`config.mk`:
```
export PLATFORM = sky130hd
export DESIGN_NAME = msk_g4mul_hpc3_seq
export DESIGN_NICKNAME = d
export VERILOG_FILES = /design/src/rtl/msk_g4seq_pkg.sv /design/src/rtl/msk_shares_fifo2.sv /design/src/rtl/msk_g4mul_hpc3_seq.sv
export SDC_FILE = /design/constraint.sdc
export NUM_CORES = 1
export LEC_CHECK = 0
export ABC_AREA = 1
export CORE_ASPECT_RATIO = 1.2
export CORE_MARGIN = 1
export CORE_UTILIZATION = 45
export DETAILED_ROUTE_END_ITERATION = 12
export PLACE_DENSITY = 0.88
export REMOVE_ABC_BUFFERS = 1
export SETUP_SLACK_MARGIN = 0.1
export SLEW_MARGIN = 20
export SYNTH_ARGS = -nofsm -noshare
export SYNTH_HDL_FRONTEND = slang
export SYNTH_HIERARCHICAL = 1
export SYNTH_SLANG_ARGS = --single-unit
```
`constraint.sdc`:
```
create_clock -name clk -period 3.4 [get_ports clk]
set_input_delay 0.68 -clock clk [delete_from_list [all_inputs] [get_ports clk]]
set_output_delay 0.68 -clock clk [all_outputs]
set_load 0.005 [all_outputs]
```
`src/rtl/msk_g4seq_pkg.sv`:
```
// msk_g4seq_pkg: shared constants and the randomness-width helper for the G(4) multiplier sequencer
package msk_g4seq_pkg;
  localparam int G4SH = 2;
  localparam int FIFO_DEPTH = 2;
  function automatic int rnd_w(input int d);
    return 2 * d * (d - 1);
  endfunction
endpackage

```
`src/rtl/msk_shares_fifo2.sv`:
```
// msk_shares_fifo2: 2-entry share FIFO; MSK_G4SEQ_CLR_EN zeroes popped slots and blanks the head when empty
module msk_shares_fifo2
  import msk_g4seq_pkg::*;
#(
  parameter int W = 4
) (
  input  logic         clk,
  input  logic         rst,
  input  logic         i_push,
  input  logic [W-1:0] i_din,
  input  logic         i_pop,
  output logic [W-1:0] o_dout,
  output logic [1:0]   o_cnt,
  output logic         o_full,
  output logic         o_empty
);
  logic [W-1:0] r_mem [FIFO_DEPTH];
  logic         r_wp, r_rp;
  logic [1:0]   r_cnt;
  // slot storage with 1-bit wrapping pointers; count tracks simultaneous push/pop
  always_ff @(posedge clk) begin
    if (rst) begin
      r_mem <= '{default: '0};
      r_wp  <= 1'b0;
      r_rp  <= 1'b0;
      r_cnt <= 2'd0;
    end else begin
      if (i_push) r_mem[r_wp] <= i_din;
`ifdef MSK_G4SEQ_CLR_EN
      if (i_pop) r_mem[r_rp] <= '0;
`endif
      r_wp  <= r_wp ^ i_push;
      r_rp  <= r_rp ^ i_pop;
      r_cnt <= r_cnt + {1'b0, i_push} - {1'b0, i_pop};
    end
  end
  assign o_cnt   = r_cnt;
  assign o_full  = r_cnt == 2'(FIFO_DEPTH);
  assign o_empty = r_cnt == 2'd0;
`ifdef MSK_G4SEQ_CLR_EN
  assign o_dout = o_empty ? '0 : r_mem[r_rp];
`else
  assign o_dout = r_mem[r_rp];
`endif
endmodule

```
`src/rtl/msk_g4mul_hpc3_seq.sv`:
```
// msk_g4mul_hpc3_seq: stream sequencer around one masked HPC3 G(4) multiplier; MSK_G4SEQ_CLR_EN clears popped FIFO slots
module msk_g4mul_hpc3_seq
  import msk_g4seq_pkg::*;
#(
  parameter int d     = 2,
  parameter int RND_W = rnd_w(d)
) (
  input  logic             clk,
  input  logic             rst,
  input  logic [d-1:0]     in_a0,
  input  logic [d-1:0]     in_a1,
  input  logic [d-1:0]     in_b0,
  input  logic [d-1:0]     in_b1,
  input  logic             in_valid,
  output logic             in_ready,
  input  logic [RND_W-1:0] rnd_in,
  input  logic             rnd_valid,
  output logic             rnd_ready,
  output logic [d-1:0]     mul_a0,
  output logic [d-1:0]     mul_a1,
  output logic [d-1:0]     mul_b0,
  output logic [d-1:0]     mul_b1,
  output logic [d-1:0]     mul_ap0,
  output logic [d-1:0]     mul_ap1,
  output logic [RND_W-1:0] mul_rnd,
  input  logic [d-1:0]     mul_o0,
  input  logic [d-1:0]     mul_o1,
  output logic [d-1:0]     out0,
  output logic [d-1:0]     out1,
  output logic             out_valid,
  input  logic             out_ready
);
  logic               r_op_v, r_infl;
  logic [d-1:0]       r_a0, r_a1, r_b0, r_b1, r_ap0, r_ap1;
  logic               w_issue, w_pop, w_full, w_empty;
  logic [1:0]         w_cnt;
  logic [G4SH*d-1:0]  w_dout;
  // issue only when the product will still find a free FIFO slot next cycle
  assign w_pop     = out_valid & out_ready;
  assign w_issue   = !rst && r_op_v && rnd_valid &&
                     ({1'b0, w_cnt} + {2'b0, r_infl} - {2'b0, w_pop} < 3'd2);
  assign in_ready  = !rst && (!r_op_v || w_issue);
  assign rnd_ready = w_issue;
  assign mul_a0    = w_issue ? r_a0 : '0;
  assign mul_a1    = w_issue ? r_a1 : '0;
  assign mul_b0    = w_issue ? r_b0 : '0;
  assign mul_b1    = w_issue ? r_b1 : '0;
  assign mul_rnd   = w_issue ? rnd_in : '0;
  assign mul_ap0   = r_ap0;
  assign mul_ap1   = r_ap1;
  assign out_valid = !w_empty;
  assign out0      = w_dout[d-1:0];
  assign out1      = w_dout[G4SH*d-1:d];
  // operand holding register, delayed-a copy for the multiplier, in-flight flag
  always_ff @(posedge clk) begin
    if (rst) begin
      r_op_v <= 1'b0;
      r_infl <= 1'b0;
      r_a0   <= '0;
      r_a1   <= '0;
      r_b0   <= '0;
      r_b1   <= '0;
      r_ap0  <= '0;
      r_ap1  <= '0;
    end else begin
      r_infl <= w_issue;
      r_ap0  <= mul_a0;
      r_ap1  <= mul_a1;
      if (in_valid && in_ready) begin
        r_op_v <= 1'b1;
        r_a0   <= in_a0;
        r_a1   <= in_a1;
        r_b0   <= in_b0;
        r_b1   <= in_b1;
      end else if (w_issue) begin
        r_op_v <= 1'b0;
      end
    end
  end
  msk_shares_fifo2 #(.W(G4SH*d)) u_fifo (
    .clk    (clk),
    .rst    (rst),
    .i_push (r_infl),
    .i_din  ({mul_o1, mul_o0}),
    .i_pop  (w_pop),
    .o_dout (w_dout),
    .o_cnt  (w_cnt),
    .o_full (w_full),
    .o_empty(w_empty)
  );
  // the issue rule keeps a landing product from ever meeting a full FIFO
  assert property (@(posedge clk) disable iff (rst) !(r_infl && w_full));
endmodule

```
==> impl_metrics.json, run 1 <==
{
  "register_area_sq_um": 526,
  "period_share_pct": 92.4,
  "syn_to_final_growth_pct": 52.3,
  "mostFrequentLayoutCells": "33 x inv_1, 28 x clkdlybuf4s50_1, 27 x nand2_1",
  "cts_root_buffer": "clkbuf_4",
  "place.detailed.hpwl_mm": 1.99,
  "vias_per_cell": 4.64,
  "p_per_area_nw_per_um2": 497,
  "stdcell_count": 267,
  "final_nets": 261,
  "first_global_vias": 1236,
  "drc": 0,
  "start_util_pct": 47.2,
  "clk_latency_ns": 0.34,
  "rows": 21,
  "routedWlPerCell_microns": 11.6,
  "cts.path.max_buffers": 2,
  "drive_above_1_share_pct": 26.2,
  "maxCapViolations": 0,
  "cp-end-kind": "primary output",
  "clkSinkCount": 26,
  "fin_hold_ws_ns": 0.458,
  "drt-initial-drc-count": 21,
  "critPathMaxFanout": 6,
  "dp.cells": 251,
  "cts_tree": "built",
  "multi_input_area_sq_um": 656,
  "status": "complete, no violations",
  "cts-buffers-inserted": 3,
  "final_antenna_net_count": 0,
  "slew_headroom_pct": 73.2,
  "nFillCells": 225,
  "crit_type": "input pin to primary output",
  "syn_inst": 172,
  "grt_max_degree": 16,
  "grt_overflow": 0,
  "numPortBuffers": 43,
  "antennaDiodeCount": 0,
  "synthesis.area_sq_um": 1300,
  "cp-start-kind": "input pin",
  "final_common_cell": "inv_1",
  "slew_violations": 0,
  "num_vias": 1240,
  "ir_drop_uv": 314,
  "synth_warnings": 6,
  "grt_pass1_wl_mm": 5.06,
  "design.core.area_sq_um": 2760,
  "first_pass_iters": 7,
  "power_leakage_nw": 0.910,
  "globalplace.congestion": 0.757,
  "antenna_found_initial": 0,
  "syn_area_per_cell_sq_um": 7.57,
  "finalSetupViolations": 0,
  "fmax_mhz": 318,
  "fin_worst_skew_ns": 0.00185,
  "tightest_slew_ns": 0.401,
  "hold_class": "flip-flop to flip-flop",
  "cp_data_required_time_ns": 2.72,
  "period_minus_slack_ns": 3.14,
  "wl_mm": 3.09,
  "pin_count": 44,
  "cp_data_arrival_time_ns": 2.46,
  "die_h_microns": 60.9,
  "rsz0062_at_grt": "false",
  "gr-usage-all-layers_pct": 21.8,
  "hold_violations": 0,
  "die_w_microns": 51.1,
  "clk_pin_slew_worst_paths_ns": 0.14,
  "dieArea_sq_um": 3110,
  "cts-htree-levels": 1
}
[sequential cells by signal, summed over array words and instances (netlist names), 2 cells and up]
signal and cells:
mul_ap0 2, mul_ap1 2, r_a0 2, r_a1 2
r_b0 2, r_b1 2, u_fifo/o_cnt 2, u_fifo/r_mem 8
[layer usage]
metal,routed length [microns],global-route usage (%)
met1,1170,22.6
met2,1730,43.4
met3,108,2.26
met4,85,10.3
met5,0,0
[power by group]
group          switching [mW]  internal, mW
registers              0.0312         0.343
logic                   0.190         0.204
clock network          0.0987         0.119
[area by class of cell]
| cell class | instances | area share, % |
|---|---|---|
| clock buffer | 3 | 1.14 |
| tap | 34 | 2.15 |
| sequential | 26 | 26.5 |
| clock inverter | 1 | 1.52 |
| timing repair buffer | 62 | 28.9 |
| multi-input combinational | 106 | 33.1 |
| inverter | 35 | 6.76 |
[timing repair]
item,4_1_cts,5_1_grt
hold buffers,0,0
gates cloned,1,0
resized for setup,69,8
setup buffers,10,1
setup endpoints to repair,14,14
pin swaps,6,6
[critical path, cell delays in order]
cell and delay [ns]:
buf_2 0.07, inv_1 0.05, nor2_4 0.12, ha_4 0.21, inv_1 0.06, nand2_2 0.05, fa_1 0.48, nand2_1 0.06
nor2_2 0.14, nand2_4 0.11, buf_4 0.15, nor2_2 0.08, clkdlybuf4s15_1 0.21
[metrics by stage]
stage	cell area (sq um)	util (%)	setup TNS, ns	total power, mW	worst slack [ns]
final	1980	71.8	0	0.986	0.259
after global routing	1980	71.8	0	1.05	0.146
after CTS	1940	70.4	0	0.939	0.146
after detailed placement	1790	64.9	-6.16	0.669	-0.484
after global placement	1790	64.9	-5.49	0.651	-0.417
after floorplan	1250	-	0	0.528	0.281
[final timing paths]
check	cells past startpoint	end	from	slack (ns)
worst min register to register	2	u_fifo/r_mem[6]	u_fifo/r_mem[6]	0.46
worst min-delay path	2	u_fifo/r_mem[6]	u_fifo/r_mem[6]	0.46
worst max-delay path	13	mul_a1[1]	out_ready	0.26
worst max register to register	17	r_a1[0]	u_fifo/o_cnt[0]	0.70
(Power assumes the default switching activity.)
==> inputs of run 2 (changes only) <==
SLEW_MARGIN = not set   (was 20)
==> results of run 2 <==
No change in the layout: final DEF, timing and power equal those of run 1.
